**src/rtl/pic_inta_eoi_if.sv**
```systemverilog
// CPU-side acknowledge and OCW2 bundle for the 8259 INTA/EOI controller.
// The master drives the strobes and configuration; the slave is the controller.
interface pic_inta_eoi_if;
    logic       inta_n;
    logic       mode_8086;
    logic       auto_eoi;
    logic       adi;
    logic [2:0] icw1_addr;
    logic [7:0] icw2;
    logic [7:0] interrupt_request_resolved;
    logic [7:0] highest_level_in_service;
    logic       ocw2_write;
    logic [7:0] ocw2_data;
    logic       latch_in_service;
    logic [7:0] interrupt_to_service;
    logic [7:0] end_of_interrupt;
    logic [2:0] priority_rotate;
    logic [7:0] data_out;
    logic       data_out_en;

    modport master (
        output inta_n, mode_8086, auto_eoi, adi, icw1_addr, icw2,
        output interrupt_request_resolved, highest_level_in_service,
        output ocw2_write, ocw2_data,
        input  latch_in_service, interrupt_to_service, end_of_interrupt,
        input  priority_rotate, data_out, data_out_en
    );

    modport slave (
        input  inta_n, mode_8086, auto_eoi, adi, icw1_addr, icw2,
        input  interrupt_request_resolved, highest_level_in_service,
        input  ocw2_write, ocw2_data,
        output latch_in_service, interrupt_to_service, end_of_interrupt,
        output priority_rotate, data_out, data_out_en
    );
endinterface

```
**src/rtl/pic_inta_eoi_controller.sv**
```systemverilog
// 8259 INTA sequencer, vector driver and OCW2 EOI/rotation decoder.
// Define PIC_AUTO_EOI_EN to enable auto-EOI and the rotate-in-AEOI commands.
module pic_inta_eoi_controller (
    input  logic          clk,
    input  logic          rst_n,
    pic_inta_eoi_if.slave bus
);

    typedef enum logic [1:0] {IDLE, ACK1, ACK2, ACK3} state_e;

    state_e     state_q, state_d;
    logic       sync1_q, sync2_q, sync3_q;
    logic       fall, rise, end_seq;
    logic [7:0] its_q, its_d;
    logic [2:0] lvl_q, lvl_d;
    logic       spur_q, spur_d;
    logic       latch_q, latch_d;
    logic [7:0] eoi_q, eoi_d;
    logic [2:0] rot_q, rot_d;
    logic [7:0] dout_q, dout_d;
    logic       den_q, den_d;
    logic [2:0] ocw_l;
    logic [7:0] ocw_oh;
`ifdef PIC_AUTO_EOI_EN
    logic       arot_q, arot_d;
`endif

    function automatic logic [2:0] enc8(input logic [7:0] v);
        logic [2:0] idx;
        idx = 3'd0;
        for (int i = 0; i < 8; i++) begin
            if (v[i]) idx = 3'(i);
        end
        return idx;
    endfunction

    assign fall   = sync3_q & ~sync2_q;
    assign rise   = ~sync3_q & sync2_q;
    assign ocw_l  = bus.ocw2_data[2:0];
    assign ocw_oh = 8'b1 << ocw_l;

    always_comb begin
        state_d = state_q;
        its_d   = its_q;
        lvl_d   = lvl_q;
        spur_d  = spur_q;
        latch_d = 1'b0;
        end_seq = 1'b0;
        unique case (state_q)
            IDLE: begin
                if (fall) begin
                    its_d   = bus.interrupt_request_resolved;
                    spur_d  = (bus.interrupt_request_resolved == 8'h00);
                    lvl_d   = spur_d ? 3'd7
                                     : enc8(bus.interrupt_request_resolved);
                    latch_d = ~spur_d;
                    state_d = ACK1;
                end
            end
            ACK1: begin
                if (fall) state_d = ACK2;
            end
            ACK2: begin
                if (rise && bus.mode_8086) begin
                    state_d = IDLE;
                    end_seq = 1'b1;
                end else if (fall && !bus.mode_8086) begin
                    state_d = ACK3;
                end
            end
            ACK3: begin
                if (rise) begin
                    state_d = IDLE;
                    end_seq = 1'b1;
                end
            end
            default: state_d = IDLE;
        endcase
    end

    // Bus byte is chosen by the pulse the FSM is entering or holding.
    always_comb begin
        den_d  = 1'b0;
        dout_d = 8'h00;
        if (!sync2_q) begin
            unique case (state_d)
                ACK1: begin
                    if (!bus.mode_8086) begin
                        den_d  = 1'b1;
                        dout_d = 8'hCD;
                    end
                end
                ACK2: begin
                    den_d = 1'b1;
                    if (bus.mode_8086)
                        dout_d = {bus.icw2[7:3], lvl_d};
                    else if (bus.adi)
                        dout_d = {bus.icw1_addr, lvl_d, 2'b00};
                    else
                        dout_d = {bus.icw1_addr[2:1], lvl_d, 3'b000};
                end
                ACK3: begin
                    den_d  = 1'b1;
                    dout_d = bus.icw2;
                end
                default: ;
            endcase
        end
    end

    // OCW2 is applied after AEOI so its rotation takes precedence.
    always_comb begin
        eoi_d = 8'h00;
        rot_d = rot_q;
`ifdef PIC_AUTO_EOI_EN
        arot_d = arot_q;
        if (end_seq && bus.auto_eoi && !spur_q) begin
            eoi_d = its_q;
            if (arot_q) rot_d = lvl_q;
        end
`endif
        if (bus.ocw2_write) begin
            unique case (bus.ocw2_data[7:5])
                3'b001: eoi_d = eoi_d | bus.highest_level_in_service;
                3'b011: eoi_d = eoi_d | ocw_oh;
                3'b101: begin
                    eoi_d = eoi_d | bus.highest_level_in_service;
                    if (bus.highest_level_in_service != 8'h00)
                        rot_d = enc8(bus.highest_level_in_service);
                end
                3'b111: begin
                    eoi_d = eoi_d | ocw_oh;
                    rot_d = ocw_l;
                end
                3'b110: rot_d = ocw_l;
`ifdef PIC_AUTO_EOI_EN
                3'b100: arot_d = 1'b1;
                3'b000: arot_d = 1'b0;
`endif
                default: ;
            endcase
        end
    end

    always_ff @(posedge clk or negedge rst_n) begin
        if (!rst_n) begin
            sync1_q <= 1'b1;
            sync2_q <= 1'b1;
            sync3_q <= 1'b1;
            state_q <= IDLE;
            its_q   <= 8'h00;
            lvl_q   <= 3'd0;
            spur_q  <= 1'b0;
            latch_q <= 1'b0;
            eoi_q   <= 8'h00;
            rot_q   <= 3'd7;
            dout_q  <= 8'h00;
            den_q   <= 1'b0;
`ifdef PIC_AUTO_EOI_EN
            arot_q  <= 1'b0;
`endif
        end else begin
            sync1_q <= bus.inta_n;
            sync2_q <= sync1_q;
            sync3_q <= sync2_q;
            state_q <= state_d;
            its_q   <= its_d;
            lvl_q   <= lvl_d;
            spur_q  <= spur_d;
            latch_q <= latch_d;
            eoi_q   <= eoi_d;
            rot_q   <= rot_d;
            dout_q  <= dout_d;
            den_q   <= den_d;
`ifdef PIC_AUTO_EOI_EN
            arot_q  <= arot_d;
`endif
        end
    end

`ifdef PIC_AUTO_EOI_EN
    logic unused_ok;
    assign unused_ok = ^bus.ocw2_data[4:3];
`else
    logic unused_ok;
    assign unused_ok = ^{bus.ocw2_data[4:3], bus.auto_eoi, spur_q, end_seq};
`endif

    assign bus.latch_in_service     = latch_q;
    assign bus.interrupt_to_service = its_q;
    assign bus.end_of_interrupt     = eoi_q;
    assign bus.priority_rotate      = rot_q;
    assign bus.data_out             = dout_q;
    assign bus.data_out_en          = den_q;

endmodule

```
**src/flat_wrapper.sv**
```systemverilog
// flat-port wrapper written by rule: the top's interface ports become plain ports
module pic_inta_eoi_controller_flat 
  (clk, rst_n, bus_inta_n, bus_mode_8086, bus_auto_eoi, bus_adi, bus_icw1_addr, bus_icw2, bus_interrupt_request_resolved, bus_highest_level_in_service, bus_ocw2_write, bus_ocw2_data, bus_latch_in_service, bus_interrupt_to_service, bus_end_of_interrupt, bus_priority_rotate, bus_data_out, bus_data_out_en);
  pic_inta_eoi_if bus_i ();
  input  logic clk;
  input  logic rst_n;
  input wire logic [$bits(bus_i.inta_n)-1:0] bus_inta_n;
  input wire logic [$bits(bus_i.mode_8086)-1:0] bus_mode_8086;
  input wire logic [$bits(bus_i.auto_eoi)-1:0] bus_auto_eoi;
  input wire logic [$bits(bus_i.adi)-1:0] bus_adi;
  input wire logic [$bits(bus_i.icw1_addr)-1:0] bus_icw1_addr;
  input wire logic [$bits(bus_i.icw2)-1:0] bus_icw2;
  input wire logic [$bits(bus_i.interrupt_request_resolved)-1:0] bus_interrupt_request_resolved;
  input wire logic [$bits(bus_i.highest_level_in_service)-1:0] bus_highest_level_in_service;
  input wire logic [$bits(bus_i.ocw2_write)-1:0] bus_ocw2_write;
  input wire logic [$bits(bus_i.ocw2_data)-1:0] bus_ocw2_data;
  output wire logic [$bits(bus_i.latch_in_service)-1:0] bus_latch_in_service;
  output wire logic [$bits(bus_i.interrupt_to_service)-1:0] bus_interrupt_to_service;
  output wire logic [$bits(bus_i.end_of_interrupt)-1:0] bus_end_of_interrupt;
  output wire logic [$bits(bus_i.priority_rotate)-1:0] bus_priority_rotate;
  output wire logic [$bits(bus_i.data_out)-1:0] bus_data_out;
  output wire logic [$bits(bus_i.data_out_en)-1:0] bus_data_out_en;
  assign bus_i.inta_n = bus_inta_n;
  assign bus_i.mode_8086 = bus_mode_8086;
  assign bus_i.auto_eoi = bus_auto_eoi;
  assign bus_i.adi = bus_adi;
  assign bus_i.icw1_addr = bus_icw1_addr;
  assign bus_i.icw2 = bus_icw2;
  assign bus_i.interrupt_request_resolved = bus_interrupt_request_resolved;
  assign bus_i.highest_level_in_service = bus_highest_level_in_service;
  assign bus_i.ocw2_write = bus_ocw2_write;
  assign bus_i.ocw2_data = bus_ocw2_data;
  assign bus_latch_in_service = bus_i.latch_in_service;
  assign bus_interrupt_to_service = bus_i.interrupt_to_service;
  assign bus_end_of_interrupt = bus_i.end_of_interrupt;
  assign bus_priority_rotate = bus_i.priority_rotate;
  assign bus_data_out = bus_i.data_out;
  assign bus_data_out_en = bus_i.data_out_en;
  pic_inta_eoi_controller u_core (.clk(clk), .rst_n(rst_n), .bus(bus_i));
endmodule
```
**config.mk**
```make
export PLATFORM = sky130hd
export DESIGN_NAME = pic_inta_eoi_controller_flat
export DESIGN_NICKNAME = d
export VERILOG_FILES = /design/src/rtl/pic_inta_eoi_if.sv /design/src/rtl/pic_inta_eoi_controller.sv /design/src/flat_wrapper.sv
export SDC_FILE = /design/constraint.sdc
export NUM_CORES = 1
export LEC_CHECK = 0
export CORE_MARGIN = 4
export CORE_UTILIZATION = 40
export DETAILED_ROUTE_END_ITERATION = 10
export GPL_TIMING_DRIVEN = 0
export PLACE_DENSITY = 0.76
export SLEW_MARGIN = 30
export SYNTH_ARGS = -nofsm -noshare
export SYNTH_HDL_FRONTEND = slang
export SYNTH_SLANG_ARGS = --single-unit
export TNS_END_PERCENT = 30
```
**constraint.sdc**
```tcl
create_clock -name clk -period 1.9 [get_ports clk]
set_input_delay 0.38 -clock clk [delete_from_list [all_inputs] [get_ports clk]]
set_output_delay 0.38 -clock clk [all_outputs]
set_load 0.01 [all_outputs]
```
==> results of run 1 <==
-- critical path: stages, from the launching register on --
cell,delay (ns)
dfstp_2,0.56
or4b_4,0.52
nor3b_4,0.22
nor2_1,0.08
a221o_1,0.32
-- power breakdown --
part	leakage, nW	internal, mW	total, mW	switching [mW]
Combinational	0.687	0.558	1.06	0.507
Clock	0.0450	0.254	0.523	0.269
Sequential	0.454	0.987	1.07	0.0869
Total	1.19	1.80	2.66	0.863
-- sequential cells by signal (all words and copies together) (netlist names) --
signal / count
u_core.bus.interrupt_to_service: 8
u_core.state_q: 2
u_core.sync3_q: 1
u_core.bus.data_out: 8
u_core.bus.end_of_interrupt: 8
u_core.bus.priority_rotate: 3
u_core.lvl_q: 3
u_core.bus.latch_in_service: 1
u_core.bus.data_out_en: 1
u_core.sync1_q: 1
u_core.sync2_q: 1
-- timing repair --
action	in CTS	in global routing
pin swaps	1	0
hold endpoints to repair	4	0
gates resized for setup	3	7
hold buffers	1	0
setup endpoints to repair	3	4
buffers inserted	0	4
-- through the flow --
step                area (sq um)  total power [mW]  std cells
finish                      2810              2.66        336
global route                2810              2.83        336
CTS                         2750              2.66        332
detailed placement          2650              2.13        324
global placement            2640              2.10        323
floorplan                   1900              1.60        204
-- metal layers --
| layer | vias to the layer above | track usage, % | routed length, um |
|---|---|---|---|
| li1 | 880 | - | - |
| met5 | - | 0 | 0 |
| met4 | 0 | 3.99 | 47 |
| met3 | 5 | 4.33 | 229 |
| met2 | 44 | 26.4 | 2360 |
| met1 | 852 | 21.3 | 2190 |
-- cell families after synthesis --
family / count (synthesis)
DFF: 37
adders and majority gates: 1
muxes: 4
AOI/OAI and AO/OA: 53
buffers and inverters: 16
and+or+nand+nor: 92
xor gates and xnor gates: 1
-- final cells by class --
cell class                 instances  area [sq um]  share of cell area [%]
timing repair buffer              73           726                    25.8
multi-input combinational        151           941                    33.5
sequential                        37           933                    33.2
inverter                           6          22.5                   0.802
tap                               52          65.1                    2.32
buffer                             9          38.8                    1.38
clock buffer                       6          72.6                    2.58
clock inverter                     2          10.0                   0.356
-- worst min-delay path by stage --
stage	start	depth (start not counted)	slack, ns	endpoint
CTS	u_core.sync1_q	0	0.36	u_core.sync2_q
detailed placement	rst_n	1	0.27	u_core.bus.end_of_interrupt[7]
finish	u_core.sync1_q	0	0.36	u_core.sync2_q
floorplan	rst_n	0	0.08	u_core.bus.data_out[0]
global route	u_core.sync1_q	0	0.36	u_core.sync2_q
global placement	u_core.sync1_q	0	0.35	u_core.sync2_q
-- cells in the final DEF (no fill, tap or decap), types with 3 or more instances in the layout --
master / netlist / layout
clkdlybuf4s50_1: 0 / 66
nand2_1: 35 / 35
dfrtp_1: 31 / 31
nor2_1: 19 / 19
nor2b_1: 15 / 15
a21oi_1: 10 / 10
o21ai_0: 10 / 10
inv_1: 6 / 6
a22oi_1: 6 / 6
dfstp_2: 6 / 6
clkbuf_1: 6 / 5
clkbuf_8: 0 / 5
a22o_1: 4 / 4
buf_4: 1 / 4
buf_2: 2 / 3
nand2b_1: 3 / 3
a31oi_1: 3 / 3
o211ai_1: 3 / 3
mux2_2: 3 / 3
==> impl_metrics.env, run 1 <==
export IMPL_cp_end_kind="register"
export IMPL_powerDensity_nw_per_um2=948
export IMPL_layout_setup_ws_ns=0.0872
export IMPL_synth_mux_area_share_pct=2.30
export IMPL_outcome="complete, no violations"
export IMPL_setup_worst_path_start="u_core.sync3_q"
export IMPL_totalWireLength_um=4820
export IMPL_synth_most_common_cell="nand2_1"
export IMPL_clkTransAtPathRegs_ns=0.07
export IMPL_fin_crit_sh_pct=95.4
export IMPL_antenna_cells=0
export IMPL_fillers=403
export IMPL_antenna_found_initial=0
export IMPL_root_buffer="clkbuf_8"
export IMPL_coreArea_sq_um=4470
export IMPL_cp_required_ns=2.07
export IMPL_yosysTopAreaCell="dfrtp_1"
export IMPL_reg2reg_from="u_core.sync3_q"
export IMPL_cts_tree="done"
export IMPL_grt_use_total_pct=16.2
export IMPL_grt_max_degree=29
export IMPL_synth_xor_area_share_pct=0.461
export IMPL_place_congestion=0.897
export IMPL_synth_warnings=0
export IMPL_hold_path_class="register to register"
export IMPL_setup_tns_ns=0
export IMPL_layout_drive_gt1_share_pct=12.0
export IMPL_cts_htree_levels=2
export IMPL_netlist_area_sq_um=1900
export IMPL_via_per_inst=5.30
export IMPL_die_x_um=76.9
export IMPL_area_growth_syn_to_layout_pct=47.8
export IMPL_cts_sinks=37
export IMPL_postRouteAntennaNets=0
export IMPL_path_max_fanout=5
export IMPL_die_h_um=76.9
export IMPL_max_cap_violations=0
export IMPL_hold_viol_final=0
export IMPL_wire_per_inst_um=14.4
export IMPL_tightest_slew_ns=0.409
export IMPL_fin_crit_ns=1.81
export IMPL_drc_errors=0
export IMPL_setup_viol=0
export IMPL_syn_avg_cell_area_sq_um=9.32
export IMPL_syn_inst=204
export IMPL_initial_core_util_pct=42.5
export IMPL_synth_edf_count=0
export IMPL_leakage_nw=1.19
export IMPL_synthAdderAreaFrac_pct=0.527
export IMPL_firstDrtPassIters=4
export IMPL_grt_pass1_wl_um=7730
export IMPL_endpoint="u_core.bus.data_out[2]"
export IMPL_vias=1781
export IMPL_clock_latency_ns=0.28
export IMPL_cp_arrival_ns=1.98
export IMPL_num_rows=24
export IMPL_synth_compound_area_share_pct=19.0
export IMPL_seq_area_frac_synth_pct=49.1
export IMPL_final_core_util_pct=62.8
export IMPL_grt_overflow=0
export IMPL_hpwl_um=3580
export IMPL_synth_top_family_by_area="simple AND/OR/NAND/NOR gates"
export IMPL_finalHoldWorstSlack_ns=0.358
export IMPL_synth_distinct_cells=46
export IMPL_rr_worst_depth=4
export IMPL_skew_ns=0.00321
export IMPL_synthTopCellsByCount="35 x nand2_1, 31 x dfrtp_1, 19 x nor2_1, 15 x nor2b_1"
export IMPL_slew_viol_final=0
export IMPL_dieArea_sq_um=5920
export IMPL_r2r_end="u_core.bus.data_out[2]"
export IMPL_grt_pass1_vias=1653
export IMPL_ys_seq_elements=37
export IMPL_cts_made_buffers=5
export IMPL_ys_async_sr_fraction_pct=100
export IMPL_startpoint_type="register"
export IMPL_synthTopCellsByArea="dfrtp_1 41%, dfstp_2 8.3%, nand2_1 6.9%"
export IMPL_drt_first_iter_violations=74
export IMPL_syn_nets=246
export IMPL_synthSimpleGateAreaFrac_pct=25.1
export IMPL_critPathKind="register to register"
export IMPL_post_place_ws_ns=-0.322
export IMPL_synth_top_area_share_pct=40.8
export IMPL_rrSetupSlack_ns=0.09
export IMPL_final_nets=325
export IMPL_synthFlopType="dfrtp_1"
export IMPL_ios=71
export IMPL_portBuffers=67
export IMPL_vdd_drop_max_mv=0.580
export IMPL_cts_max_path_buffers=2
export IMPL_slew_limit_headroom_pct=72.0
export IMPL_fmax_ghz=0.552
No activity file was read; power rests on OpenSTA's default activity.
==> run 2: changes to the inputs <==
CORE_MARGIN = 2   (was 4)
==> impl_metrics.env, run 2 (same netlist as run 1, synthesis figures left out) <==
export IMPL_cp_required_ns=2.06
export IMPL_min_from="u_core.sync1_q"
export IMPL_rr_worst_depth=5
export IMPL_root_buffer="clkbuf_8"
export IMPL_totalWireLength_um=4550
export IMPL_critPathKind="register to register"
export IMPL_hold_viol_final=0
export IMPL_slew_limit_headroom_pct=68.6
export IMPL_whs_endpoint="u_core.sync2_q"
export IMPL_die_x_um=72.9
export IMPL_vdd_drop_max_mv=0.371
export IMPL_sequentialPowerShare_pct=38.4
export IMPL_hold_depth=0
export IMPL_antenna_found_initial=0
export IMPL_r2r_end="u_core.bus.data_out[2]"
export IMPL_tightest_slew_ns=0.467
export IMPL_rsz0062_at_grt="yes"
export IMPL_setup_tns_ns=-0.00210
export IMPL_wire_per_inst_um=13.5
export IMPL_num_rows=25
export IMPL_vias=1816
export IMPL_powerDensity_nw_per_um2=998
export IMPL_area_growth_syn_to_layout_pct=48.3
export IMPL_fin_crit_ns=1.90
export IMPL_ios=71
export IMPL_fillers=391
export IMPL_cts_htree_levels=2
export IMPL_power_mw=2.81
export IMPL_final_common_cell="clkdlybuf4s50_1"
export IMPL_setup_worst_path_start="u_core.sync3_q"
export IMPL_firstDrtPassIters=4
export IMPL_final_nets=325
export IMPL_reg2reg_from="u_core.sync3_q"
export IMPL_switching_power_mw=0.843
export IMPL_layout_setup_ws_ns=-0.00210
export IMPL_cts_max_path_buffers=2
export IMPL_startpoint_type="register"
export IMPL_die_h_um=72.9
export IMPL_grt_use_total_pct=17.1
export IMPL_leakage_nw=1.19
export IMPL_violations="negative setup slack"
export IMPL_layout_common_cells="66 x clkdlybuf4s50_1, 35 x nand2_1, 31 x dfrtp_1, 19 x nor2_1, 15 x nor2b_1"
export IMPL_max_cap_violations=0
export IMPL_via_per_inst=5.37
export IMPL_fin_crit_sh_pct=100
export IMPL_power_frac_clock_pct=24.3
export IMPL_finalHoldWorstSlack_ns=0.357
export IMPL_layout_drive_gt1_share_pct=10.6
export IMPL_grt_overflow=0
export IMPL_initial_core_util_pct=40.8
export IMPL_cts_tree="done"
export IMPL_grt_max_degree=29
export IMPL_outcome="finished, violations left"
export IMPL_fin_cells=338
export IMPL_grt_pass1_wl_um=7140
export IMPL_grt_pass1_vias=1626
export IMPL_cts_made_buffers=5
export IMPL_postRouteAntennaNets=0
export IMPL_skew_ns=0.00612
export IMPL_clock_latency_ns=0.28
export IMPL_setup_viol=1
export IMPL_fmax_ghz=0.526
export IMPL_slew_viol_final=0
export IMPL_rrSetupSlack_ns=-0.002
export IMPL_portBuffers=67
export IMPL_cell_internal_pwr_mw=1.97
export IMPL_dieArea_sq_um=5320
export IMPL_hold_path_class="register to register"
export IMPL_cp_end_kind="register"
export IMPL_path_max_fanout=10
export IMPL_place_congestion=0.891
export IMPL_cts_sinks=37
export IMPL_hpwl_um=3430
export IMPL_dpl_cell_count=326
export IMPL_cp_arrival_ns=2.07
export IMPL_clkTransAtPathRegs_ns=0.07
export IMPL_drc_errors=0
export IMPL_post_place_ws_ns=-0.196
export IMPL_swShare_pct=30.0
export IMPL_drt_first_iter_violations=195
export IMPL_antenna_cells=0
export IMPL_combPwrFrac_pct=37.3
export IMPL_coreArea_sq_um=4660
## run 2: metal layers
metal  track usage, %  vias to the layer above  part of all wire, %
met5                0                        -                    0
met4             6.79                        0                  1.2
met3             4.42                        9                  6.4
met2             28.3                       84                   49
met1             21.3                      848                   43
li1                 -                      875                    -
## run 2: per-stage QoR
stage / cell area (sq um) / util (%)
final: 2820 / 60.5
after global routing: 2820 / 60.5
after CTS: 2800 / 60.1
after detailed placement: 2650 / 56.9
after global placement: 2640 / 56.6
after floorplan: 1900 / -
## run 2: worst max-delay path, cell delays in order, from the launching register on
cell and delay, ns:
dfstp_2 0.51, buf_4 0.15, or4b_4 0.51, nor3b_4 0.21, nor2_1 0.08, a221o_1 0.32
## run 2: how the worst max path moves through the flow
stage	end	slack, ns	cells past startpoint
4_1_cts	u_core.bus.data_out[3]	-0.01	4
6_report	u_core.bus.data_out[2]	-0.002	5
3_5_place_dp	u_core.bus.data_out[1]	-0.20	5
3_3_place_gp	u_core.bus.interrupt_to_service[0]	-0.35	1
5_1_grt	u_core.bus.data_out[2]	-0.06	5
2_1_floorplan	u_core.bus.data_out[2]	0.09	5
## run 2: repair_timing
item | 4_1_cts | 5_1_grt
hold buffers | 1 | 0
setup endpoints to repair | 2 | 11
hold endpoints to repair | 7 | 0
pin swaps | 1 | 0
resized for setup | 2 | 1
buffers inserted | 1 | 3
## run 2: power by group through the flow
| stage | Clock [mW] | Sequential [mW] | Combinational [mW] |
|---|---|---|---|
| global placement | 0 | 1.08 | 1.01 |
| CTS | 0.700 | 1.08 | 1.04 |
| floorplan | 0 | 1.16 | 0.441 |
| finish | 0.685 | 1.08 | 1.05 |
| detailed placement | 0 | 1.09 | 1.03 |
| global route | 0.735 | 1.10 | 1.14 |
## run 2: area by class of cell
| class | instances | area, sq um | share of cell area [%] |
|---|---|---|---|
| flip-flops and latches | 37 | 933 | 33.1 |
| multi-input cells | 151 | 913 | 32.4 |
| repair buffers | 73 | 726 | 25.7 |
| clock buffers | 7 | 86.3 | 3.06 |
| well taps | 54 | 67.6 | 2.40 |
| plain buffers | 9 | 40.0 | 1.42 |
| clock inverters | 1 | 30.0 | 1.07 |
| inverters | 6 | 22.5 | 0.799 |
